==> config.mk <==
export PLATFORM = sky130hd
export DESIGN_NAME = heartbeat_gen
export DESIGN_NICKNAME = d
export VERILOG_FILES = /design/src/rtl/heartbeat_gen.sv
export SDC_FILE = /design/constraint.sdc
export NUM_CORES = 1
export LEC_CHECK = 0
export ABC_AREA = 1
export CAP_MARGIN = 0
export CORE_AREA = 2 2 75 77
export CTS_CLUSTER_DIAMETER = 40
export CTS_CLUSTER_SIZE = 28
export DETAILED_ROUTE_END_ITERATION = 16
export DIE_AREA = 0 0 77 79
export MAX_ROUTING_LAYER = met4
export PLACE_DENSITY = 0.73
export REMOVE_ABC_BUFFERS = 1
export SETUP_SLACK_MARGIN = 0.5
export SLEW_MARGIN = 20
export SYNTH_ARGS = -nofsm -noshare
export SYNTH_HDL_FRONTEND = slang
export SYNTH_SLANG_ARGS = --single-unit
export TNS_END_PERCENT = 100
==> constraint.sdc <==
create_clock -name clk -period 2.6 [get_ports clk]
set_clock_uncertainty 0.15 [all_clocks]
set_input_delay 0.39 -clock clk [delete_from_list [all_inputs] [get_ports clk]]
set_output_delay 0.39 -clock clk [all_outputs]
set_load 0.1 [all_outputs]
==> src/rtl/heartbeat_gen.sv <==
// heartbeat_gen: seven-segment animation generator.
// Step-rate prescaled pattern sequencer, one byte per digit.
//
// Ports:
//   clk        system clock, rising edge
//   rst        synchronous active-high reset
//   en         1 = animate, 0 = hold tick and step
//   mode       00 heartbeat, 01 sweep, 10 blink, 11 blank
//   rate_sel   step length = TICKS << rate_sel clocks
//   seg_out    digit i at [8i+7:8i], active-low, bit7 = dp
//   step_pulse one-cycle pulse per step advance
//   beat       one-cycle pulse when step wraps to 0
module heartbeat_gen #(
  parameter int DIGITS = 6,
  parameter int TICKS  = 10
) (
  input  logic                clk,
  input  logic                rst,
  input  logic                en,
  input  logic [1:0]          mode,
  input  logic [1:0]          rate_sel,
  output logic [8*DIGITS-1:0] seg_out,
  output logic                step_pulse,
  output logic                beat
);

  localparam int TW = $clog2(TICKS * 8);
  localparam int SW = $clog2(DIGITS + 1);
  localparam int H  = DIGITS / 2;

  localparam logic [7:0] SEG_OFF  = 8'hFF;
  localparam logic [7:0] SEG_ALL  = 8'h80;
  localparam logic [7:0] SEG_RGT  = 8'hF9;
  localparam logic [7:0] SEG_LFT  = 8'hCF;

  typedef enum logic [1:0] {
    M_HEART = 2'b00,
    M_SWEEP = 2'b01,
    M_BLINK = 2'b10,
    M_BLANK = 2'b11
  } mode_e;

  logic [TW-1:0]       tick_q, tick_d;
  logic [SW-1:0]       step_q, step_d;
  mode_e               mode_q, mode_d;
  logic [8*DIGITS-1:0] seg_q, seg_d;
  logic                pulse_q, pulse_d;
  logic                beat_q, beat_d;

  logic [TW-1:0]       term;
  logic [SW-1:0]       last_step;
  mode_e               mode_in;

  assign mode_in = mode_e'(mode);

  // Terminal tick follows rate_sel live; a shrink below the
  // current count is caught by the >= compare next cycle.
  always_comb begin
    term = TW'((TICKS << rate_sel) - 1);
  end

  // Last step index of the active pattern (period - 1).
  always_comb begin
    last_step = '0;
    unique case (mode_q)
      M_HEART: last_step = SW'(2 * (H - 1) - 1);
      M_SWEEP: last_step = SW'(DIGITS - 1);
      M_BLINK: last_step = SW'(1);
      M_BLANK: last_step = '0;
      default: last_step = '0;
    endcase
  end

  // Sequencer: mode change beats enable, enable beats advance.
  always_comb begin
    tick_d  = tick_q;
    step_d  = step_q;
    mode_d  = mode_in;
    pulse_d = 1'b0;
    beat_d  = 1'b0;
    if (mode_in != mode_q) begin
      tick_d = '0;
      step_d = '0;
    end else if (en) begin
      if (tick_q >= term) begin
        tick_d  = '0;
        pulse_d = 1'b1;
        if (step_q >= last_step) begin
          step_d = '0;
          beat_d = 1'b1;
        end else begin
          step_d = step_q + SW'(1);
        end
      end else begin
        tick_d = tick_q + TW'(1);
      end
    end
  end

  // Pattern decode of the registered (step, mode_q).
  always_comb begin
    int s;
    int k;
    seg_d = {DIGITS{SEG_OFF}};
    s     = int'(step_q);
    k     = (s < H) ? s : (2 * (H - 1) - s);
    unique case (mode_q)
      M_HEART: begin
        for (int i = 0; i < DIGITS; i++) begin
          if (i == H + k) begin
            seg_d[8*i +: 8] = SEG_RGT;
          end else if (i == H - 1 - k) begin
            seg_d[8*i +: 8] = SEG_LFT;
          end
        end
      end
      M_SWEEP: begin
        for (int i = 0; i < DIGITS; i++) begin
          if (i == DIGITS - 1 - s) begin
            seg_d[8*i +: 8] = SEG_ALL;
          end
        end
      end
      M_BLINK: begin
        if (s == 0) begin
          seg_d = {DIGITS{SEG_ALL}};
        end
      end
      M_BLANK: begin
        seg_d = {DIGITS{SEG_OFF}};
      end
      default: begin
        seg_d = {DIGITS{SEG_OFF}};
      end
    endcase
  end

  always_ff @(posedge clk) begin
    if (rst) begin
      tick_q  <= '0;
      step_q  <= '0;
      mode_q  <= M_HEART;
      seg_q   <= {DIGITS{SEG_OFF}};
      pulse_q <= 1'b0;
      beat_q  <= 1'b0;
    end else begin
      tick_q  <= tick_d;
      step_q  <= step_d;
      mode_q  <= mode_d;
      seg_q   <= seg_d;
      pulse_q <= pulse_d;
      beat_q  <= beat_d;
    end
  end

  assign seg_out    = seg_q;
  assign step_pulse = pulse_q;
  assign beat       = beat_q;

endmodule

==> results of run 1 <==
## area by class of cell
| class | instances | area (um^2) | share of cell area, % |
|---|---|---|---|
| Clock inverter | 2 | 15.0 | 0.445 |
| Timing Repair Buffer | 86 | 673 | 20.0 |
| Multi-Input combinational cell | 216 | 1680 | 49.8 |
| Sequential cell | 32 | 648 | 19.2 |
| Clock buffer | 6 | 82.6 | 2.45 |
| Tap cell | 72 | 90.1 | 2.67 |
| Inverter | 47 | 184 | 5.46 |
## what timing repair did
action | in CTS | in global routing
buffers inserted | 15 | 6
resized for setup | 51 | 57
pin swaps | 24 | 40
endpoints found under the setup margin | 22 | 22
hold buffers | 0 | 0
## logic make-up (layout without fill, tap and decap cells)
family	Yosys count	in the layout
buf+inv	78	141
xor+xnor	7	7
fa+ha+maj	34	34
other cells	1	6
compound gates	27	27
simple gates	142	142
flops	32	32
## registers in the layout, indices dropped and copies added, names as in the netlist
register    cells
beat            1
mode_q          2
seg_out        18
step_pulse      1
step_q          3
tick_q          7
## layout by cell type, fill, tap and decap left out, types with 2 or more instances in the layout
cell type        Yosys  layout
clkbuf_8             0       6
ha_2                 0       2
nor3_1               7       4
a21oi_1             18      15
ha_4                 0      10
o21ai_0              5       4
and3_1               2       2
nor2_4               1       6
ha_1                34      22
clkdlybuf4s50_1      0       4
nand2_2              5      13
nand3_1             30      18
dfxtp_1             32      28
clkbuf_2             1       2
nand3_4              0       3
conb_1               1       6
xnor2_1              4       4
inv_2                3       9
inv_1               44      36
buf_6                0       4
nand2_4              0       8
dfxtp_2              0       3
nand3_2              1      10
clkinvlp_4           0       2
xor2_1               3       3
nor2_1              36      30
a21oi_2              1       3
nor3_2               0       2
buf_4               30      75
nand2_1             55      39
nand4_1              4       4
## stage by stage
step,instances,power (mW)
CTS,455,1.45
global route,461,1.49
global placement,432,1.04
finish,461,1.44
detailed placement,432,1.04
floorplan,295,0.940
## power breakdown
group	switching, mW	internal [mW]	total (mW)
Clock	0.190	0.214	0.404
Sequential	0.0147	0.511	0.526
Combinational	0.424	0.0890	0.513
## routing by layer
| metal | vias to the layer above | track usage (%) |
|---|---|---|
| met1 | 1029 | 22.3 |
| met3 | 12 | 3.52 |
| met4 | 0 | 7.86 |
| met5 | - | - |
| li1 | 1122 | - |
| met2 | 77 | 35.7 |
## path summary, 6_finish.rpt
path | cells after the start | end | startpoint | slack (ns)
min reg2reg | 2 | tick_q[6] | tick_q[6] | 0.38
min | 2 | tick_q[6] | tick_q[6] | 0.38
max reg2reg | 16 | seg_out[37] | step_q[1] | 0.17
max | 16 | seg_out[37] | step_q[1] | 0.17
## worst max-delay path: stages, from the launching register on
cell     delay (ns)
dfxtp_2        0.35
inv_2          0.06
ha_4           0.18
ha_4           0.26
inv_2          0.04
a21oi_2        0.15
nand3_2        0.12
nand2_2        0.11
inv_2          0.04
ha_2           0.17
nor2_4         0.13
buf_4          0.12
nand2_1        0.04
inv_1          0.09
nand3_2        0.10
nor2_1         0.13
a21oi_1        0.07
==> results.toml, run 1 <==
[layout]
nets = 429
drive_above_1_share_pct = 42.9
fin_util_pct = 63.2
n_fill_cell = 443
stdcell_area_um2 = 3370
syn_to_final_growth_pct = 45.9
diodes = 0

[worst_setup_path]
start_kind = "flip-flop"
cp.required_ns = 2.62
cp_max_fo = 3
worstSetupPathType = "flip-flop to flip-flop"
arrival_ns = 2.45
crit_path_end_kind = "flip-flop"

[synth]
seq_area_frac_synth_pct = 27.7
synth_top_family_by_area = "simple AND/OR/NAND/NOR gates"
ys.flop_type = "dfxtp_1"
synth_cells = 321
yosys_warnings = 0
synth-edff-count = 0
synth_fa_ha_area_share_pct = 18.4
async_reset_ff_share_pct = 0
synthTopCellsByArea = "dfxtp_1 28%, ha_1 18%, buf_4 9.7%"
ys_top_cells_by_count = "55 x nand2_1, 44 x inv_1, 36 x nor2_1, 34 x ha_1, 32 x dfxtp_1"
synth_area_um2 = 2310
ys_types = 25
synth_most_common_cell = "nand2_1"
yosys.area_share.simple_pct = 27.0
synth_top_area_share_pct = 27.7
synth_top_area_cell = "dfxtp_1"
synth_xor_area_share_pct = 2.65
synth_compound_area_share_pct = 6.50
avgSynthCellArea_um2 = 7.20
synth_mux_area_share_pct = 0
synth.ff_latch_count = 32

[detailed_routing]
dr.pass1.iters = 4
top_layer_used = "met4"
vias = 2240
met2_length_um = 3030
wl_met1_um = 2530
wire_per_inst_um = 13.0
drcViolationCount = 0
ant_nets = 0
finalWirelength_um = 5990
first_iter_violations = 130
vias_per_cell = 4.86
routed-wl-met3_um = 302

[min_path]
holdCritPathClass = "flip-flop to flip-flop"

[sta]
hold_viol = 0
setup_violations = 0
hold_slack_ns = 0.377
rsz0062_at_grt = "yes"
fin_ws_ns = 0.170
period_share_pct = 93.5
timing.fmax_mhz = 411
fin_setup_tns_ns = 0
finalMaxSlewViolations = 0
final.min_clock_period_ns = 2.43

[floorplan]
design.core.area_um2 = 5340
die_y_um = 79
fp-row-count = 27
die-area_um2 = 6080
pin_count = 57
fp.dieW_um = 77
start_util_pct = 43.3

[clocking]
numCtsBuffers = 5
cts-root-buf = "clkbuf_8"
clk_latency_ns = 0.29
cts_htree_levels = 2
cts.path.max_buffers = 2
cts_tree = "yes"
clkTransAtPathRegs_ns = 0.07
cts_sinks = 32

[global_routing]
grt_pass1_vias = 2161
antenna_found_initial = 0
grt-ovfl-total = 0
grtUsageTotal_pct = 20.0
grt_pass1_wl_um = 9530
grt_max_degree = 12

[power_and_ir_drop]
p_leak_nw = 1.73
max-vdd-ir-drop_mv = 0.237
powerDensity_nw_per_um2 = 428

[placement]
dp.final_hpwl_um = 3780
dp_slack_ns = -0.0160
gp_congestion = 0.896
placed_area_um2 = 2690
port-buffer-count = 50

[run]
drv_cap = 0

[run_status]
status = "completed"
Power figures use the tool's default switching activity.
==> inputs of run 2 (changes only) <==
--- a/config.mk
+++ b/config.mk
@@ -5,15 +5,15 @@
 export SDC_FILE = /design/constraint.sdc
 export NUM_CORES = 1
 export LEC_CHECK = 0
-export ABC_AREA = 1
+export ABC_AREA = 0
 export CAP_MARGIN = 0
-export CORE_AREA = 2 2 75 77
+export CORE_AREA = 2 2 78 80
 export CTS_CLUSTER_DIAMETER = 40
 export CTS_CLUSTER_SIZE = 28
 export DETAILED_ROUTE_END_ITERATION = 16
-export DIE_AREA = 0 0 77 79
+export DIE_AREA = 0 0 80 82
 export MAX_ROUTING_LAYER = met4
-export PLACE_DENSITY = 0.73
+export PLACE_DENSITY = 0.67
 export REMOVE_ABC_BUFFERS = 1
 export SETUP_SLACK_MARGIN = 0.5
 export SLEW_MARGIN = 20
==> run 2 against run 1 <==
- the run now ends with negative setup slack left
- synthesized cell count is 18% lower
- setup slack worse by 0.34 ns
- global-route usage is 2.7 points lower
- largest power group unchanged
- utilization is 6.2 points lower
- fmax is 12% lower
- sequential share of layout area is 0.61 points higher
- total power is 8.4% lower
- final area is 2.9% lower
- sequential power is 1% lower
- register-to-register slack worse by 0.34 ns
==> results.toml, run 2 <==
[run_status]
status = "complete, but fails checks"
violations = "negative setup slack"

[worst_setup_path]
crit_family = "simple AND/OR/NAND/NOR gates"
worstPathBufferInverterCount = 3
cp.required_ns = 2.62
cp_max_fo = 5
path_cells = "inv_2 > buf_6 > ha_4 > inv_2 > o21a_1 > or3_4 > ha_4 > nand4bb_1 > a311oi_2 > and2_4 > and3_4 > o21ai_2"
worstSetupPathType = "flip-flop to flip-flop"
arrival_ns = 2.79
crit_path_end_kind = "flip-flop"
slowest_stage = "dfxtp_2"
cpPeakStageDelay_ns = 0.34
start_kind = "flip-flop"

[clocking]
cts.path.max_buffers = 2
cts_sinks = 32
cts-root-buf = "clkbuf_8"
clk_latency_ns = 0.29
clkTransAtPathRegs_ns = 0.07
cts_htree_levels = 2
cts_tree = "yes"
numCtsBuffers = 5

[synth]
yosys_warnings = 0
synth_top_area_share_pct = 28.6
ys.flop_type = "dfxtp_1"
seq_area_frac_synth_pct = 28.6
synth_top_area_cell = "dfxtp_1"
synthTopCellsByArea = "dfxtp_1 29%, ha_1 19%, buf_4 10%"
async_reset_ff_share_pct = 0
synth-edff-count = 0
ys_top_cells_by_count = "34 x ha_1, 32 x dfxtp_1, 30 x buf_4, 30 x nor2_1, 17 x inv_1"
synth.ff_latch_count = 32
synth_cells = 263
synth_most_common_cell = "ha_1"
avgSynthCellArea_um2 = 8.51
synth_area_um2 = 2240
ys_types = 49

[floorplan]
die_y_um = 82
start_util_pct = 38.9
fp.dieW_um = 80
die-area_um2 = 6560
fp-row-count = 28
pin_count = 57
design.core.area_um2 = 5750

[sta]
final.min_clock_period_ns = 2.77
rsz0062_at_grt = "yes"
tightest_slew_ns = 0.819
finalMaxSlewViolations = 0
hold_viol = 0
setup_violations = 8
fin_setup_tns_ns = -0.895
fin_ws_ns = -0.169
slew_headroom_pct = 45.0
timing.fmax_mhz = 361
period_share_pct = 106

[detailed_routing]
finalWirelength_um = 5480
drcViolationCount = 0
wire_per_inst_um = 13.2
ant_nets = 0
vias_per_cell = 4.97
wl_met1_um = 2260
first_iter_violations = 180
top_layer_used = "met4"
vias = 2063
routed-wl-met3_um = 246
met2_length_um = 2890
dr.pass1.iters = 4

[power_and_ir_drop]
power_switching_mw = 0.542
powerDensity_nw_per_um2 = 404
pwr-share-clk_pct = 28.4
internal-power_mw = 0.779
p_leak_nw = 1.46
power_mw = 1.32
switching_share_pct = 41.0
p_seq_share_pct = 39.4
p_comb_share_pct = 32.2
max-vdd-ir-drop_mv = 0.324

[run]
drv_cap = 0

[global_routing]
antenna_found_initial = 0
grt_pass1_vias = 1936
grtUsageTotal_pct = 17.2
grt_pass1_wl_um = 8650
grt-ovfl-total = 0
grt_max_degree = 18

[placement]
dp.final_hpwl_um = 3720
port-buffer-count = 50
gp_congestion = 0.899
placed_area_um2 = 2760

[layout]
mostFrequentLayoutCells = "88 x buf_4, 28 x nor2_1, 27 x dfxtp_1"
diodes = 0
largest_reg_flops = 18
fin_util_pct = 57.0
stdcell_area_um2 = 3270
syn_to_final_growth_pct = 46.3
nets = 380
drive_above_1_share_pct = 46.5
mostFrequentLayoutCell = "buf_4"

[min_path]
holdCritPathClass = "flip-flop to flip-flop"
-- run 2: cell count changes after synthesis, moves of 4 or more --
cell | before | now
nand2_2 | 5 | 0
a31oi_1 | 0 | 5
nor3_1 | 7 | 3
nand3_1 | 30 | 9
mux2i_1 | 0 | 4
inv_1 | 44 | 17
nor2b_1 | 0 | 6
nor2_1 | 36 | 30
nand2_1 | 55 | 16
-- run 2: worst min-delay path, stage by stage, from the launching register on --
cell,delay (ns)
dfxtp_1,0.34
mux2i_1,0.13
nor2_1,0.05
-- run 2: per-layer routing --
metal	vias to the layer above	track usage [%]
met4	0	6.10
li1	1019	-
met1	983	19.7
met5	-	-
met2	51	30.3
met3	10	3.08
-- run 2: area by class of cell --
| type | instances | area (um^2) |
|---|---|---|
| clock buffer | 5 | 68.8 |
| clock inverter | 3 | 18.8 |
| fill | 505 | 2470 |
| inverter | 18 | 81.3 |
| multi-input combinational | 183 | 1570 |
| sequential | 32 | 649 |
| tap | 75 | 93.8 |
| timing repair buffer | 99 | 787 |
-- run 2: final timing paths --
path,startpoint,end,slack [ns],depth (start not counted)
setup / recovery,step_q[1],seg_out[2],-0.17,12
hold / removal,tick_q[1],tick_q[1],0.42,2
setup reg to reg,step_q[1],seg_out[2],-0.17,12
hold reg to reg,tick_q[1],tick_q[1],0.42,2
-- run 2: timing repair --
| item | CTS | global route |
|---|---|---|
| hold buffers | 0 | 0 |
| endpoints found under the setup margin | 22 | 19 |
| buffers inserted | 10 | 3 |
| pin swaps | 20 | 18 |
| gates resized for setup | 51 | 40 |
-- run 2: cells by family after synthesis --
family,count (synthesis),synth area share [%]
compound gates,43,13.0
mux,4,1.79
simple gates,87,19.6
buf+inv,53,14.3
fa+ha+maj,34,19.0
flops,32,28.6
other cells,1,0.168
xor+xnor,9,3.52
-- run 2: power by group through the flow --
stage	registers [mW]	clock network [mW]	logic [mW]
floorplan	0.771	0	0.0787
global placement	0.530	0	0.403
detailed placement	0.531	0	0.404
CTS	0.521	0.376	0.410
global route	0.523	0.404	0.442
finish	0.521	0.375	0.426
-- run 2: through the flow --
| step | hold slack, ns | cells | setup WS [ns] |
|---|---|---|---|
| 3_3_place_gp | 0.359 | 394 | -0.369 |
| 4_1_cts | 0.392 | 412 | -0.132 |
| 5_1_grt | 0.453 | 415 | -0.262 |
| 2_1_floorplan | 0.312 | 233 | -0.665 |
| 3_5_place_dp | 0.375 | 394 | -0.406 |
| 6_report | 0.418 | 415 | -0.169 |
==> inputs of run 3 (changes only) <==
--- a/config.mk
+++ b/config.mk
@@ -14,7 +14,6 @@
 export DIE_AREA = 0 0 80 82
 export MAX_ROUTING_LAYER = met4
 export PLACE_DENSITY = 0.67
-export REMOVE_ABC_BUFFERS = 1
 export SETUP_SLACK_MARGIN = 0.5
 export SLEW_MARGIN = 20
 export SYNTH_ARGS = -nofsm -noshare
==> run 3 against run 2 <==
- the run still ends with negative setup slack left
- die area is the same
- worst hold slack lost 0.034 ns
- global-route usage shrank 1.8 points
- sequential power is essentially flat
- sequential share of layout area grew 0.40 points
- utilization shrank 0.81 points
- non-clock buffer count shrank 13
- fmax grew 2.3%
- first-iteration DRC count shrank 43%
- critical path type unchanged
- critical endpoint is now seg_out[21]
- largest cell class unchanged
==> results.toml, run 3 (synthesized netlist as in run 2, its figures left out) <==
[run_status]
status = "complete, but fails checks"
violations = "negative setup slack"

[sta]
timing.fmax_mhz = 369
fin_ws_ns = -0.106
slew_headroom_pct = 44.7
period_share_pct = 104
final.min_clock_period_ns = 2.71
rsz0062_at_grt = "yes"
tightest_slew_ns = 0.824
fin_setup_tns_ns = -0.343
hold_viol = 0
setup_violations = 7
finalMaxSlewViolations = 0

[global_routing]
grt_max_degree = 18
grt-ovfl-total = 0
antenna_found_initial = 0
grt_pass1_vias = 1723
grt_pass1_wl_um = 7650
grtUsageTotal_pct = 15.4

[clocking]
cts-root-buf = "clkbuf_8"
clkTransAtPathRegs_ns = 0.07
numCtsBuffers = 5
cts_tree = "yes"
cts.path.max_buffers = 2
cts_sinks = 32
cts_hold_buf = 0
clk_latency_ns = 0.29
cts_htree_levels = 2

[worst_setup_path]
cp_max_fo = 5
reg2reg_to = "seg_out[21]"
crit_end = "seg_out[21]"
arrival_ns = 2.75
startpoint = "step_q[1]"
slowest_stage = "dfxtp_4"
start_kind = "flip-flop"
crit_path_end_kind = "flip-flop"
cp.depth = 11
cp.required_ns = 2.64
reg2reg_slack_ns = -0.11
cpPeakStageDelay_ns = 0.36
path_cells = "inv_4 > ha_4 > inv_2 > o21a_1 > or3_4 > ha_4 > nand4bb_4 > a311oi_4 > and2_4 > a2111oi_4 > a31oi_1"
ff2ff_path_depth = 11
worstPathBufferInverterCount = 2
crit_family = "simple AND/OR/NAND/NOR gates"
worstSetupPathType = "flip-flop to flip-flop"
cpMostUsedCell = "ha_4"
timing.rr.start = "step_q[1]"

[placement]
port-buffer-count = 50
placed_area_um2 = 2840
dp.final_hpwl_um = 3750
gp_congestion = 0.865
dpl.cell_count = 389

[detailed_routing]
drcViolationCount = 0
finalWirelength_um = 5100
vias_per_cell = 4.83
vias = 1931
dr.pass1.iters = 4
ant_nets = 0
first_iter_violations = 103
wire_per_inst_um = 12.8

[layout]
multi_input_comb_area_um2 = 1650
nets = 367
drive_above_1_share_pct = 44.0
mostFrequentLayoutCell = "buf_4"
mostFrequentLayoutCells = "77 x buf_4, 28 x dfxtp_1, 27 x nor2_1"
largest_reg_flops = 18
fin_cells = 400
diodes = 0
stdcell_area_um2 = 3230
seq_area_um2 = 653
n_fill_cell = 520
syn_to_final_growth_pct = 44.2

[floorplan]
pin_count = 57
fp.dieW_um = 80
start_util_pct = 38.9
die_y_um = 82
fp-row-count = 28
die-area_um2 = 6560
design.core.area_um2 = 5750

[power_and_ir_drop]
power_mw = 1.27
p_leak_nw = 1.40
powerDensity_nw_per_um2 = 393
max-vdd-ir-drop_mv = 0.295

[min_path]
holdCritPathClass = "flip-flop to flip-flop"

[run]
drv_cap = 0
[run 3: cell types whose count changed in the layout (fill, tap and decap cells not counted), sizes merged]
cell / change
clkbuf: +1
buf: -13
clkinv: -3
[run 3: where the power goes]
part	switching, mW	leakage (nW)	total [mW]	internal (mW)
logic	0.335	1.10	0.414	0.0787
registers	0.0129	0.265	0.518	0.505
clock network	0.159	0.0371	0.337	0.178
[run 3: stage by stage]
step,util (%),hold WS (ns),setup slack (ns)
final,56.2,0.384,-0.106
after floorplan,-,0.341,-0.0872
after global routing,56.2,0.401,-0.170
after CTS,52.8,0.392,-0.0636
after detailed placement,49.4,0.378,-0.252
after global placement,49.4,0.362,-0.168
[run 3: how the worst min path moves through the flow]
stage | start | to | slack, ns | cells after the start
2_1_floorplan | tick_q[6] | tick_q[6] | 0.34 | 2
3_3_place_gp | tick_q[6] | tick_q[6] | 0.36 | 2
3_5_place_dp | tick_q[6] | tick_q[6] | 0.38 | 2
4_1_cts | tick_q[6] | tick_q[6] | 0.39 | 2
5_1_grt | tick_q[6] | tick_q[6] | 0.40 | 2
6_report | tick_q[6] | tick_q[6] | 0.38 | 2
[run 3: what timing repair did]
item	CTS	global route
pin swaps	14	13
endpoints found under the setup margin	22	19
gates cloned	0	0
resized for setup	32	31
buffers inserted	4	1
[run 3: worst register-to-register path: stages, from the launching register on]
cell and delay (ns):
dfxtp_4 0.36, inv_4 0.05, ha_4 0.26, inv_2 0.03, o21a_1 0.18, or3_4 0.34
ha_4 0.16, nand4bb_4 0.21, a311oi_4 0.33, and2_4 0.25, a2111oi_4 0.08, a31oi_1 0.20
[run 3: area by class of cell]
cell class                      instances  area share [%]
Multi-Input combinational cell        183            51.0
Timing Repair Buffer                   86            20.7
Sequential cell                        32            20.2
Tap cell                               75            2.91
Inverter                               18            2.87
Clock buffer                            6            2.25
[run 3: routing by layer]
metal	share of wire (%)	global-route usage, %
met2	51	26.3
met1	43	18.0
met4	1.7	5.93
met5	0	-
met3	3.8	2.64
